### src/rtl/acc_pipe.sv
// acc_pipe: segment-pipelined add/accumulate unit.
//   Sums are rippled SEG_W bits per stage across NSEG = WIDTH/SEG_W stages, behind
//   one input register, so a result appears NSEG edges after acceptance.
//   Modes: 00 ADD, 01 ACC (acc + A + cin), 10 LOAD (A + B + cin, loads acc), 11 = ADD.
//   Optional feature macro: ACC_PIPE_OVF_EN enables the sticky accumulator overflow
//   flag; when undefined, ovf is tied low.
module acc_pipe #(
  parameter int WIDTH = 128,
  parameter int SEG_W = 32
) (
  input  logic             clk,
  input  logic             reset,
  input  logic             in_valid,
  output logic             in_ready,
  input  logic [1:0]       mode,
  input  logic             data_cin,
  input  logic [WIDTH-1:0] data_in1,
  input  logic [WIDTH-1:0] data_in2,
  output logic             out_valid,
  input  logic             out_ready,
  output logic [WIDTH:0]   data_out,
  output logic             ovf
);

  localparam int NSEG = WIDTH / SEG_W;

  if (WIDTH % SEG_W != 0) begin : g_bad_width
    $error("acc_pipe: WIDTH must be a multiple of SEG_W");
  end

  function automatic logic is_acc(input logic [1:0] m);
    return m == 2'b01;
  endfunction

  function automatic logic is_load(input logic [1:0] m);
    return m == 2'b10;
  endfunction

  // Replace segment idx of a word with a freshly computed partial sum.
  function automatic logic [WIDTH-1:0] put_seg(input logic [WIDTH-1:0] w, input int idx,
                                               input logic [SEG_W-1:0] s);
    logic [WIDTH-1:0] r;
    r = w;
    r[idx*SEG_W +: SEG_W] = s;
    return r;
  endfunction

  // Stage register k feeds adder stage k. Index 0 is the input capture register.
  // x_q holds the finished sum segments below k and the untouched A segments from k up.
  logic             vld_q   [NSEG];
  logic [1:0]       mode_q  [NSEG];
  logic             carry_q [NSEG];
  logic [WIDTH-1:0] x_q     [NSEG];
  logic [WIDTH-1:0] b_q     [NSEG];

  logic [SEG_W:0]   seg_sum [NSEG];
  logic [WIDTH-1:0] x_d     [NSEG];
  logic [NSEG-1:0]  acc_we;

  logic [WIDTH-1:0] acc_q;
  logic             out_vld_q;
  logic [WIDTH:0]   dout_q;
  logic             stall;
  logic             adv;

  // A held result blocks the whole pipe, including the accumulator.
  assign stall    = out_vld_q && !out_ready;
  assign adv      = !stall;
  assign in_ready = adv;

  for (genvar k = 0; k < NSEG; k++) begin : g_seg
    logic [SEG_W-1:0] opnd;
    // ACC replaces operand B with the live accumulator segment, which the previous
    // transaction wrote on the edge it left this stage.
    assign opnd       = is_acc(mode_q[k]) ? acc_q[k*SEG_W +: SEG_W] : b_q[k][k*SEG_W +: SEG_W];
    assign seg_sum[k] = {1'b0, x_q[k][k*SEG_W +: SEG_W]} + {1'b0, opnd}
                        + {{SEG_W{1'b0}}, carry_q[k]};
    assign x_d[k]     = put_seg(x_q[k], k, seg_sum[k][SEG_W-1:0]);
    assign acc_we[k]  = adv && vld_q[k] && (is_acc(mode_q[k]) || is_load(mode_q[k]));
  end

  // Only the top segment of the last B copy feeds an adder; the rest is dead.
  logic unused_b;
  assign unused_b = ^b_q[NSEG-1];

  // Valid bits advance with the data; reset drops every in-flight transaction.
  always_ff @(posedge clk or negedge reset) begin
    if (!reset) begin
      for (int i = 0; i < NSEG; i++) vld_q[i] <= 1'b0;
      out_vld_q <= 1'b0;
    end else if (adv) begin
      vld_q[0] <= in_valid;
      for (int i = 1; i < NSEG; i++) vld_q[i] <= vld_q[i-1];
      out_vld_q <= vld_q[NSEG-1];
    end
  end

  // Operand/partial-sum pipeline; only loaded when a valid transaction moves in.
  always_ff @(posedge clk) begin
    if (adv) begin
      if (in_valid) begin
        x_q[0]     <= data_in1;
        b_q[0]     <= data_in2;
        carry_q[0] <= data_cin;
        mode_q[0]  <= mode;
      end
      for (int i = 1; i < NSEG; i++) begin
        if (vld_q[i-1]) begin
          x_q[i]     <= x_d[i-1];
          b_q[i]     <= b_q[i-1];
          carry_q[i] <= seg_sum[i-1][SEG_W];
          mode_q[i]  <= mode_q[i-1];
        end
      end
    end
  end

  // Output register only changes when a real result arrives, so it holds otherwise.
  always_ff @(posedge clk or negedge reset) begin
    if (!reset) begin
      dout_q <= '0;
    end else if (adv && vld_q[NSEG-1]) begin
      dout_q <= {seg_sum[NSEG-1][SEG_W], x_d[NSEG-1]};
    end
  end

  // Accumulator segment k is written by the transaction leaving stage k.
  always_ff @(posedge clk or negedge reset) begin
    if (!reset) begin
      acc_q <= '0;
    end else begin
      for (int k = 0; k < NSEG; k++) begin
        if (acc_we[k]) acc_q[k*SEG_W +: SEG_W] <= seg_sum[k][SEG_W-1:0];
      end
    end
  end

  assign out_valid = out_vld_q;
  assign data_out  = dout_q;

`ifdef ACC_PIPE_OVF_EN
  logic ovf_q;

  // Sticky overflow: set by an ACC carry-out, cleared by LOAD, updated with the output.
  always_ff @(posedge clk or negedge reset) begin
    if (!reset) begin
      ovf_q <= 1'b0;
    end else if (adv && vld_q[NSEG-1]) begin
      if (is_acc(mode_q[NSEG-1]) && seg_sum[NSEG-1][SEG_W]) begin
        ovf_q <= 1'b1;
      end else if (is_load(mode_q[NSEG-1])) begin
        ovf_q <= 1'b0;
      end
    end
  end

  assign ovf = ovf_q;
`else
  assign ovf = 1'b0;
`endif

endmodule
### config.mk
export PLATFORM = sky130hd
export DESIGN_NAME = acc_pipe
export DESIGN_NICKNAME = d
export VERILOG_FILES = /design/src/rtl/acc_pipe.sv
export SDC_FILE = /design/constraint.sdc
export NUM_CORES = 1
export LEC_CHECK = 0
export ABC_AREA = 1
export BUFFER_PORTS_ARGS = -buffer_cell sky130_fd_sc_hd__buf_4
export CORE_MARGIN = 3
export CORE_UTILIZATION = 54
export CTS_BUF_LIST = sky130_fd_sc_hd__clkbuf_16
export CTS_CLUSTER_SIZE = 20
export DETAILED_ROUTE_END_ITERATION = 6
export PLACE_DENSITY_LB_ADDON = 0.2
export SYNTH_ARGS = -nofsm -noshare
export SYNTH_HDL_FRONTEND = slang
export SYNTH_SLANG_ARGS = --single-unit
### constraint.sdc
create_clock -name clk -period 11.45 [get_ports clk]
set_clock_uncertainty 0.15 [all_clocks]
set_input_delay 1.145 -clock clk [delete_from_list [all_inputs] [get_ports clk]]
set_output_delay 1.145 -clock clk [all_outputs]
set_load 0.05 [all_outputs]
# ---- Yosys cells after proc, flatten, opt, wreduce, memory -nomap -nowiden
# Memory sizes are Yosys's and may differ from the RTL's.
# Cells that the tools add are included.
# W data, S select, Z words.
dict set report totals {
  mem_bits_rw 1036
  elab_cells 61
  regBits 262
  input_bits 263
  mem_count 4
  out_inout_bits 132
}
dict set report classes {
  n_reduce_logical 15
  n_addsub 8
  n_eq_ne 8
  mux 16
}
# name words word_bits rd rd_ports_with_merged_regs wr line_no
set mem_list {}
lappend mem_list {b_q 4 128 4 0 4 54} ;# logic [WIDTH-1:0] b_q [NSEG];
lappend mem_list {x_q 4 128 4 0 4 53} ;# logic [WIDTH-1:0] x_q [NSEG];
lappend mem_list {mode_q 4 2 4 0 4 51} ;# logic [1:0] mode_q [NSEG];
lappend mem_list {carry_q 4 1 4 0 4 52} ;# logic carry_q [NSEG];
# cell count
set op_table {}
lappend op_table {{$add A32 B32 Y33} 4}
lappend op_table {{$add A33 B1 Y33} 4}
lappend op_table {{$mux W32} 4}
lappend op_table {{$mux W1} 12}
lappend op_table {{$logic_and A1 B1 Y1} 9}
lappend op_table {{$eq A2 B1 Y1 const B} 4}
lappend op_table {{$eq A2 B2 Y1 const B} 4}
lappend op_table {{$logic_or A1 B1 Y1} 4}
lappend op_table {{$logic_not A1 Y1} 2}

# ---- Logic depth before layout (Yosys ltp)
# Gate-level depths: netlist (run 1).
dict set report depth {
  ltp_word 5
  depth_mapped 20
  mapped_depth_nobuf 18
}

# ---- Worst setup path before layout (run 1)
# No wires, ideal clock.
dict set report synth_timing {
  path_type {input to register}
  start {input port out_ready}
  end {register acc_q[21]}
  arrival_time_ns 11.993
  required_time_ns 11.182
  setup_ns 0.118
  stages 8
  slack_ns -0.810
  n_path_buf 1
  path_cell_list {nor2_2 nor2_1 inv_1 nor2_1 inv_1 buf_2 nand2_1 nand2_1}
}
dict set report synth_via {
  elab_chain_len 5
}
# element line_no
set synth_lines {}
lappend synth_lines {{from (decl)} 20} ;# input logic out_ready,
lappend synth_lines {{$logic_not A1 Y1} 67} ;# assign stall = out_vld_q && !out_ready;
lappend synth_lines {{$logic_and A1 B1 Y1} 67}
lappend synth_lines {{$logic_not A1 Y1} 68} ;# assign adv = !stall;
lappend synth_lines {{$logic_and A1 B1 Y1 (2 in series)} 79} ;# assign acc_we[k] = adv && vld_q[k] && (is_acc(mode_q[k]) || is_load(mode_q[k]));
lappend synth_lines {{to (signal, indexed assignment)} 133} ;# if (acc_we[k]) acc_q[k*SEG_W +: SEG_W] <= seg_sum[k][SEG_W-1:0];
lappend synth_lines {{to (decl)} 60} ;# logic [WIDTH-1:0] acc_q;
# No other way between the ends.
# A chain may end at the register's enable or synchronous reset.

==> metrics, run 1 <==
Initial DRC Count 2123; Int Power 9928 µW; power share of the clock group 21.1%; Sum Neg Setup Slack 0 ns; Cell Rows 107; Max stage delay cell, worst path buf_4; critical setup path kind in2reg; clk sink count 1106; Slew HR 22.48%; Psw 6518 µW; gr ovfl total 0; hold path startpoint b_q[0][122]; GRT Total Usage 23.77%; Fmax 244.2 MHz; Synth Flop Type edfxtp_1; CTS Root Cell clkbuf_16; vias in the first global route 28790; Routed Antenna Nets 0; Setup Buffers After CTS 0; sequential share of power 39.9%; Arr. time, crit path 4.24 ns; synthesized area 46750 µm²; core area 85550 µm²; EDFF count, synth 844; Slew Limit Fails 0; Hold Buf Count CTS 0; sequential area share after synthesis 68.24%; FF-to-FF End b_q[0][14]; layout cells sized above 1 14.77%; final setup fails 0; Max IR drop VDD 0.0002157 V; hold path endpoint b_q[1][122]; Finished Layout Cells 5925; FFs w/ async S/R, synth 23.69%; final wirelength 105.6 mm; MaxCap Viol Count 0; class of the worst hold path reg2reg; initial core utilization 54.64%; Startpoint Class input pin; Port Buffers 393; Reg2Reg Setup Slack 7.48 ns; Combinational Power Share 39.1%; Inst Count DP 5718; final hold violation count 0; CP delay by family, top buffers and inverters; Worst setup EP type flip-flop; crit path max fanout 109; post-DP HPWL 74.78 mm; fill count 6787; Switching Fraction 39.63%; Die Span Y 300.2 µm; Most common cell on crit path buf_4; largest net degree at the start of global routing 166; post-synth cell types 39; worst r2r src out_valid; DR WL/cell 17.81 µm; final net count 5084; via density per instance 4.981; die footprint 90140 µm²; syn_nets 4635; failing checks design-rule violations; clock transition at the registers of the reported paths 0.07 ns; outcome complete, but fails checks; PwrDens 301.5 nW/µm²; CP Buf/Inv Count 5; CP peak stage delay 0.91 ns; die extent in x 300.2 µm; CP cell instances buf_4 -> nor2_2 -> inv_1 -> nand2_1 -> inv_8 -> buf_4 -> buf_4; final core utilization 63.76%; Final Wtd Congestion 0.9299; Tightest Pin Transition 1.163 ns; DRT Pass-1 Iters 7; CP Data Required Time 11.59 ns; Leak 0.02480 µW; Hold Path Depth 0; Seq cells post-synth 1106; TritonCTS clock tree yes; DRC violations left 3; syn avg cell area 11.04 µm²; vias after detailed routing 29510; io pins 395; first-pass GRT wire length 164.1 mm; unrepaired setup endpoints after global routing no; Area Growth Syn to Fin 16.68%; area after detailed placement 51020 µm²; Post-Syn Instances 4236; final period utilization 35.77%; TritonCTS Buffers 109; Clock H-tree levels 3; R2R cell count 7; YS warnings 0; antenna violations before repair 2; post_cts resized 0; fin area 54540 µm²; post-route minimum period 4.096 ns; CTS Buffer Depth 3; latest clock arrival within the worst-skew pair 0.69 ns
[cells in the mapped netlist, drive strengths merged, types with 7 or more instances]
cell type	n	area, µm²
a21oi	131	655.6
and2	54	337.8
buf	49	255.3
clkbuf	26	97.59
dfrtp	262	6556
edfxtp	844	25340
fa	8	160.2
ha	128	1602
inv	597	2241
mux2	65	732.0
nand2	1465	5559
nand3	188	955.9
nand3b	9	71.32
nor2	219	847.1
nor3	15	85.08
o21ai	92	468.0
o21bai	7	52.55
xnor2	13	113.9
xor2	44	467.9
[layout by cell type, fill, tap and decap left out, types with 54 or more instances in the layout]
cell       netlist  final
ha_1           128    125
dfrtp_1        262    262
o21ai_0         75     75
edfxtp_1       844    844
mux2_2          65     65
buf_4            8    410
a21oi_1        131    131
nand2_1       1441   1441
and2_1          54     54
clkbuf_16        0    110
inv_1          585    614
nor2_1         211    204
nand3_1        185    185
[per-stage QoR]
| step | total power [µW] | worst slack, ns | hold slack, ns |
|---|---|---|---|
| 6_report | 16450 | 7.354 | 0.2612 |
| 3_5_place_dp | 13040 | 6.610 | 0.2545 |
| 4_1_cts | 16550 | 7.338 | 0.2625 |
| 2_1_floorplan | 11130 | 0.5869 | 0.2503 |
| 5_1_grt | 17580 | 7.113 | 0.2633 |
| 3_3_place_gp | 12920 | 6.694 | 0.2504 |
[flip-flops by register name, summed over array words and instances (netlist names)]
signal,flops
b_q,320
acc_q,128
carry_q,4
vld_q,4
out_valid,1
data_out,129
x_q,512
mode_q,8
[layer usage]
metal,global-route usage [%],vias up,wire [µm]
met2,35.70,872,46580
met4,6.594,2,2856
met1,35.64,13830,48810
li1,-,14660,-
met5,0,-,13
met3,4.693,153,7284
[layout make-up]
type	count	area (µm²)	area share, %
diodes	1	2.502	0.004588
multi-input cells	2457	12300	22.55
well taps	1144	1431	2.624
inverters	598	2255	4.134
clock buffers	110	2753	5.047
clock inverters	96	770.7	1.413
flip-flops and latches	1106	31900	58.49
repair buffers	413	3133	5.744
[kinds of logic after synthesis]
group,after synthesis,share of synthesized area [%]
simple gates,1958,16.91
mux,69,1.651
compound gates,236,2.618
other cells,1,0.008022
fa+ha+maj,136,3.769
flops,1106,68.24
xor+xnor,57,1.245
buf+inv,673,5.556
[power groups by stage]
stage,clock [µW],sequential [µW],combinational [µW]
detailed placement,0,6620,6420
floorplan,0,7370,3760
CTS,3550,6560,6440
finish,3470,6560,6420
global route,3720,6680,7180
global placement,0,6590,6330
[how the worst max path moves through the flow]
stage               startpoint          to  slack, ns  cells after the start
finish               out_ready  b_q[0][14]       7.35                      7
global route         out_ready  b_q[0][14]       7.11                      7
CTS                  out_ready  b_q[0][14]       7.34                      7
detailed placement   out_ready   x_q[0][8]       6.61                      7
global placement     out_ready  b_q[0][10]       6.69                      7
floorplan            out_ready   acc_q[38]       0.59                      7
Power figures use the tool's default switching activity.
==> inputs of run 2 (changes only) <==
--- a/config.mk
+++ b/config.mk
@@ -8,7 +8,7 @@
 export ABC_AREA = 1
 export BUFFER_PORTS_ARGS = -buffer_cell sky130_fd_sc_hd__buf_4
 export CORE_MARGIN = 3
-export CORE_UTILIZATION = 54
+export CORE_UTILIZATION = 58
 export CTS_BUF_LIST = sky130_fd_sc_hd__clkbuf_16
 export CTS_CLUSTER_SIZE = 20
 export DETAILED_ROUTE_END_ITERATION = 6
==> constraint.sdc (replaced) <==
create_clock -name clk -period 4.05 [get_ports clk]
set_clock_uncertainty 0.15 [all_clocks]
set_input_delay 0.405 -clock clk [delete_from_list [all_inputs] [get_ports clk]]
set_output_delay 0.405 -clock clk [all_outputs]
set_load 0.05 [all_outputs]
==> metrics, run 2 (synthesis gave the netlist of run 1 again) <==
CTS Root Cell clkbuf_16; antenna violations before repair 7; Clock H-tree levels 3; R2R cell count 14; fill count 5411; die footprint 84040 µm²; Int Power 28410 µW; post-route minimum period 3.381 ns; Die Span Y 289.9 µm; TritonCTS clock tree yes; final hold violation count 0; pre-CTS setup slack 0.6970 ns; CP cell instances inv_1 -> ha_2 -> buf_12 -> mux2_2 -> ha_1 -> nand2_1 -> nand2_1 -> nand2_1 -> nand2_1 -> nand2_1 -> nand2_1 -> a21oi_1 -> nand3_1 -> and2_1; DR WL/cell 19.18 µm; class of the worst hold path in2reg; Port Buffers 393; Top reg by flops x_q; post_cts resized 0; first-pass GRT wire length 182.2 mm; Inst Count DP 5637; fin area 57410 µm²; Max IR drop VDD 0.0005673 V; Final Wtd Congestion 0.9254; latest clock arrival within the worst-skew pair 0.68 ns; Startpoint Class flip-flop; Fmax 295.8 MHz; outcome completed; vias after detailed routing 31440; DRT Pass-1 Iters 6; commonest non-fill, non-tap cell in the layout nand2_1; most frequent cells in the layout nand2_1 (1432), edfxtp_1 (844), inv_1 (609); Reg2Reg Setup Slack 0.67 ns; Initial DRC Count 2189; vias in the first global route 31640; final period utilization 83.47%; power share of the clock group 21.0%; final setup fails 0; DRC violations left 0; io pins 395; area after detailed placement 51270 µm²; final wirelength 117.0 mm; worst r2r src mode_q[1][1]; CP Data Required Time 4.31 ns; Slew HR 34.60%; unrepaired setup endpoints after global routing no; hold path startpoint out_ready; CTS Buffer Depth 3; FF-to-FF End x_q[2][62]; crit path max fanout 30; WHS 0.1172 ns; Finished Layout Cells 6104; initial core utilization 58.89%; Setup WS post-layout 0.6693 ns; Largest register FFs 512; Worst setup EP type flip-flop; final net count 5356; Psw 19000 µW; die extent in x 289.9 µm; Most common cell on crit path nand2_1; Tightest Pin Transition 0.9810 ns; critical setup path kind reg2reg; TritonCTS Buffers 107; Cell Rows 103; clock transition at the registers of the reported paths 0.06 ns; Leak 0.02602 µW; Arr. time, crit path 3.64 ns; Sum Neg Setup Slack 0 ns; GRT Total Usage 28.04%; via density per instance 5.151; gr ovfl total 0; layout cells sized above 1 14.92%; sequential share of power 39.3%; MaxCap Viol Count 0; hold path endpoint out_valid; PwrDens 825.8 nW/µm²; Hold Path Depth 4; Max stage delay cell, worst path ha_2; Slew Limit Fails 0; CP peak stage delay 0.43 ns; Routed Antenna Nets 0; Area Growth Syn to Fin 22.81%; Combinational Power Share 39.7%; core area 79390 µm²; clk sink count 1106; post-DP HPWL 78.90 mm; largest net degree at the start of global routing 164; Switching Fraction 40.09%
==> run 2: cell types whose count changed in the layout (fill, tap and decap cells not counted), moves of 24 or more <==
cell and change:
dlygate4sd3_1 +261, nand3_1 -24, nand3_2 +24, o21ai_0 -28, o21ai_1 +28
==> run 2: worst max-delay path by stage <==
stage	startpoint	to	slack (ns)
after global routing	mode_q[3][1]	data_out[117]	0.33
after CTS	mode_q[3][1]	data_out[117]	0.68
after global placement	mode_q[0][1]	x_q[1][28]	0.75
final	mode_q[1][1]	x_q[2][62]	0.67
after floorplan	out_valid	b_q[0][0]	-1.74
after detailed placement	mode_q[1][1]	x_q[2][56]	0.70
==> run 2: power by group through the flow <==
stage / Clock [µW] / Sequential (µW) / Combinational, µW
after CTS: 10100 / 18600 / 18700
after floorplan: 0 / 20500 / 10900
after detailed placement: 0 / 18800 / 18400
after global placement: 0 / 18700 / 18200
final: 9950 / 18600 / 18800
after global routing: 10500 / 18900 / 20900
==> run 2: critical path: cells and delay by family (launching register included) <==
kind,cells,cell delay (ns)
buf+inv,2,0.31
fa+ha+maj,2,0.83
compound gates,1,0.26
mux,1,0.39
simple gates,8,0.79
flops,1,0.38
==> run 2: timing repair <==
item	in CTS	in global routing
setup buffers	0	0
hold endpoints to repair	345	0
hold buffers	261	0
==> run 2: area by class of cell <==
type / instances / area [µm²] / area share (%)
Clock inverter: 96 / 822.0 / 1.432
Inverter: 598 / 2255 / 3.927
Tap cell: 1050 / 1314 / 2.288
Clock buffer: 108 / 2703 / 4.707
Antenna cell: 2 / 5.005 / 0.008717
Multi-Input combinational cell: 2457 / 12460 / 21.70
Sequential cell: 1106 / 31900 / 55.57
Timing Repair Buffer: 687 / 5956 / 10.37
==> run 2: layer usage <==
metal / GRT usage, % / vias to the layer above / routed length, µm
li1: - / 15220 / -
met1: 40.61 / 14880 / 51280
met2: 44.43 / 1135 / 53930
met3: 4.646 / 204 / 8105
met4: 8.151 / 4 / 3706
met5: 0 / - / 35
==> run 2: stage by stage <==
| stage | total power, µW | utilization [%] |
|---|---|---|
| after global placement | 36870 | 64.58 |
| final | 47410 | 72.32 |
| after floorplan | 31340 | - |
| after global routing | 50370 | 72.32 |
| after detailed placement | 37200 | 64.58 |
| after CTS | 47440 | 72.31 |
==> inputs of run 3 (changes only) <==
--- a/config.mk
+++ b/config.mk
@@ -5,7 +5,7 @@
 export SDC_FILE = /design/constraint.sdc
 export NUM_CORES = 1
 export LEC_CHECK = 0
-export ABC_AREA = 1
+export ABC_AREA = 0
 export BUFFER_PORTS_ARGS = -buffer_cell sky130_fd_sc_hd__buf_4
 export CORE_MARGIN = 3
 export CORE_UTILIZATION = 58
==> constraint.sdc (replaced) <==
create_clock -name clk -period 3.26 [get_ports clk]
set_clock_uncertainty 0.15 [all_clocks]
set_input_delay 0.326 -clock clk [delete_from_list [all_inputs] [get_ports clk]]
set_output_delay 0.326 -clock clk [all_outputs]
set_load 0.05 [all_outputs]
==> metrics, run 3 <==
Arr. time, crit path 4.20 ns; Routed Antenna Nets 0; Slew Limit Fails 0; DRC violations left 0; Seq cells post-synth 1106; final wirelength 113.4 mm; Area Growth Syn to Fin 39.62%; first-pass GRT wire length 165.1 mm; CP cell instances inv_2 -> ha_4 -> buf_12 -> mux2_2 -> ha_4 -> a21oi_1 -> nor2b_1 -> a41o_1 -> a211oi_4 -> o31ai_4 -> a311o_1 -> a21oi_2 -> xnor2_2 -> mux2_4; Largest register FFs 512; fin area 60400 µm²; commonest non-fill, non-tap cell in the layout edfxtp_1; Synth top area share 58.58%; DR WL/cell 23.38 µm; initial core utilization 58.90%; failing checks negative setup slack; unrepaired setup endpoints after global routing yes; layout cells sized above 1 42.99%; Die Span Y 279.1 µm; Cell Rows 99; post-route minimum period 3.806 ns; antenna violations before repair 5; CP delay by family, top compound AO/OA/AOI/OAI gates; critical setup path kind reg2reg; Worst setup EP type flip-flop; die footprint 77900 µm²; synthesized area 43260 µm²; die extent in x 279.1 µm; clk sink count 1106; FFs w/ async S/R, synth 23.69%; GRT Total Usage 27.54%; DRT Pass-1 Iters 5; YS warnings 0; most common cell in the netlist edfxtp_1; io pins 395; crit path max fanout 8; most frequent cells in the layout edfxtp_1 (844), buf_4 (710), nand2_1 (288); MaxCap Viol Count 0; final hold violation count 0; Top reg by flops x_q; power share of the clock group 18.0%; largest cells by area after synthesis edfxtp_1 (59%), dfrtp_1 (15%), mux2_2 (7.4%); post-DP HPWL 64.56 mm; Synth Flop Type edfxtp_1; class of the worst hold path in2async; CP Buf/Inv Count 2; Slew HR 37.21%; gr ovfl total 0; CTS Root Cell clkbuf_16; final net count 4193; Int Power 42480 µW; via density per instance 5.677; final setup fails 151; Psw 24880 µW; TritonCTS clock tree yes; Tightest Pin Transition 0.9418 ns; Max stage delay cell, worst path edfxtp_1; Sum Neg Setup Slack -33.88 ns; Final Wtd Congestion 0.9068; core area 73450 µm²; TritonCTS Buffers 106; Fmax 262.7 MHz; Startpoint Class flip-flop; fill count 3517; Most common cell on crit path ha_4; latest clock arrival within the worst-skew pair 0.67 ns; Initial DRC Count 2380; post-synth cell types 77; largest net degree at the start of global routing 126; syn_nets 3078; Post-Syn Instances 2679; Switching Fraction 36.94%; Max IR drop VDD 0.0007562 V; CP peak stage delay 0.42 ns; EDFF count, synth 844; CTS Buffer Depth 3; clock transition at the registers of the reported paths 0.07 ns; vias in the first global route 29080; CP Data Required Time 3.65 ns; top cells by count, synth edfxtp_1 (844), nand2_1 (311), mux2_2 (286), dfrtp_1 (262), ha_1 (128); sequential share of power 35.1%; PwrDens 1115 nW/µm²; Port Buffers 393; area after detailed placement 49920 µm²; Leak 0.02428 µW; outcome complete, but fails checks; Synth area leader edfxtp_1; vias after detailed routing 27520; syn avg cell area 16.15 µm²; Setup WS post-layout -0.5464 ns; final core utilization 82.23%; final period utilization 116.8%; Combinational Power Share 46.9%; Clock H-tree levels 3; sequential area share after synthesis 73.74%
## run 3: worst register-to-register path, delay by kind of cell, from the launching register on
kind	cells	cell delay, ns
AO/OA/AOI/OAI	6	1.55
XOR/XNOR	1	0.10
adder cells (fa/ha/maj)	2	0.47
buffers and inverters	2	0.27
flip-flops	1	0.42
multiplexers	2	0.63
AND/OR/NAND/NOR	1	0.09
## run 3: per-stage QoR
stage                     power, µW  hold slack, ns  std cells  setup slack (ns)
after floorplan               37720         -0.1196       2679            -1.368
after global placement        46090          0.2503       4285           -0.5476
after detailed placement      46860          0.2545       4285           -0.6656
after CTS                     62690          0.1525       4795           -0.3605
after global routing          70180          0.1799       4847           -0.6692
final                         67360          0.1409       4848           -0.5464
## run 3: logic make-up after synthesis
kind of cell    share of synthesized area [%]
other cells                          0.008668
compound gates                          6.117
flops                                   73.74
buf+inv                                 1.145
simple gates                            5.093
fa+ha+maj                               4.072
xor+xnor                                2.207
mux                                     7.618
## run 3: power groups by stage
stage	sequential [µW]	clock, µW	combinational, µW
3_3_place_gp	23400	0	22700
4_1_cts	23500	12200	27000
2_1_floorplan	25800	0	11900
3_5_place_dp	23600	0	23300
6_report	23600	12100	31600
5_1_grt	24000	12800	33400
## run 3: area by class of cell
| type | count | area, µm² | area share, % |
|---|---|---|---|
| clock buffers | 107 | 2678 | 4.433 |
| flip-flops and latches | 1106 | 31900 | 52.82 |
| multi-input cells | 1446 | 14130 | 23.39 |
| clock inverters | 94 | 749.5 | 1.241 |
| well taps | 959 | 1200 | 1.987 |
| diodes | 2 | 5.005 | 0.008286 |
| inverters | 48 | 191.4 | 0.3169 |
| repair buffers | 1086 | 9547 | 15.81 |
## run 3: final timing paths
check / slack (ns) / cells after the start / end / startpoint
max: -0.55 / 14 / acc_q[60] / mode_q[1][1]
min: 0.14 / 2 / data_out[103] / reset
max reg2reg: -0.55 / 14 / acc_q[60] / mode_q[1][1]
min reg2reg: 0.26 / 0 / b_q[3][100] / b_q[2][100]
max in group asynchronous: 1.93 / 3 / acc_q[106] / reset
min in group clk: 0.23 / 2 / b_q[0][41] / data_in2[41]
## run 3: routing by layer
layer  wire length [µm]  GRT usage, %  share of wire, %
met5                 10             0            0.0088
met4               4988         10.61               4.4
met3               6847         4.498               6.0
met2              57390         47.55                51
met1              44120         35.36                39
## run 3: timing repair
action	in CTS	in global routing
gates resized for setup	379	310
cloned	4	1
setup endpoints to repair	165	182
setup buffers	51	74
pin swaps	155	198
hold endpoints to repair	334	0
hold buffers	262	0
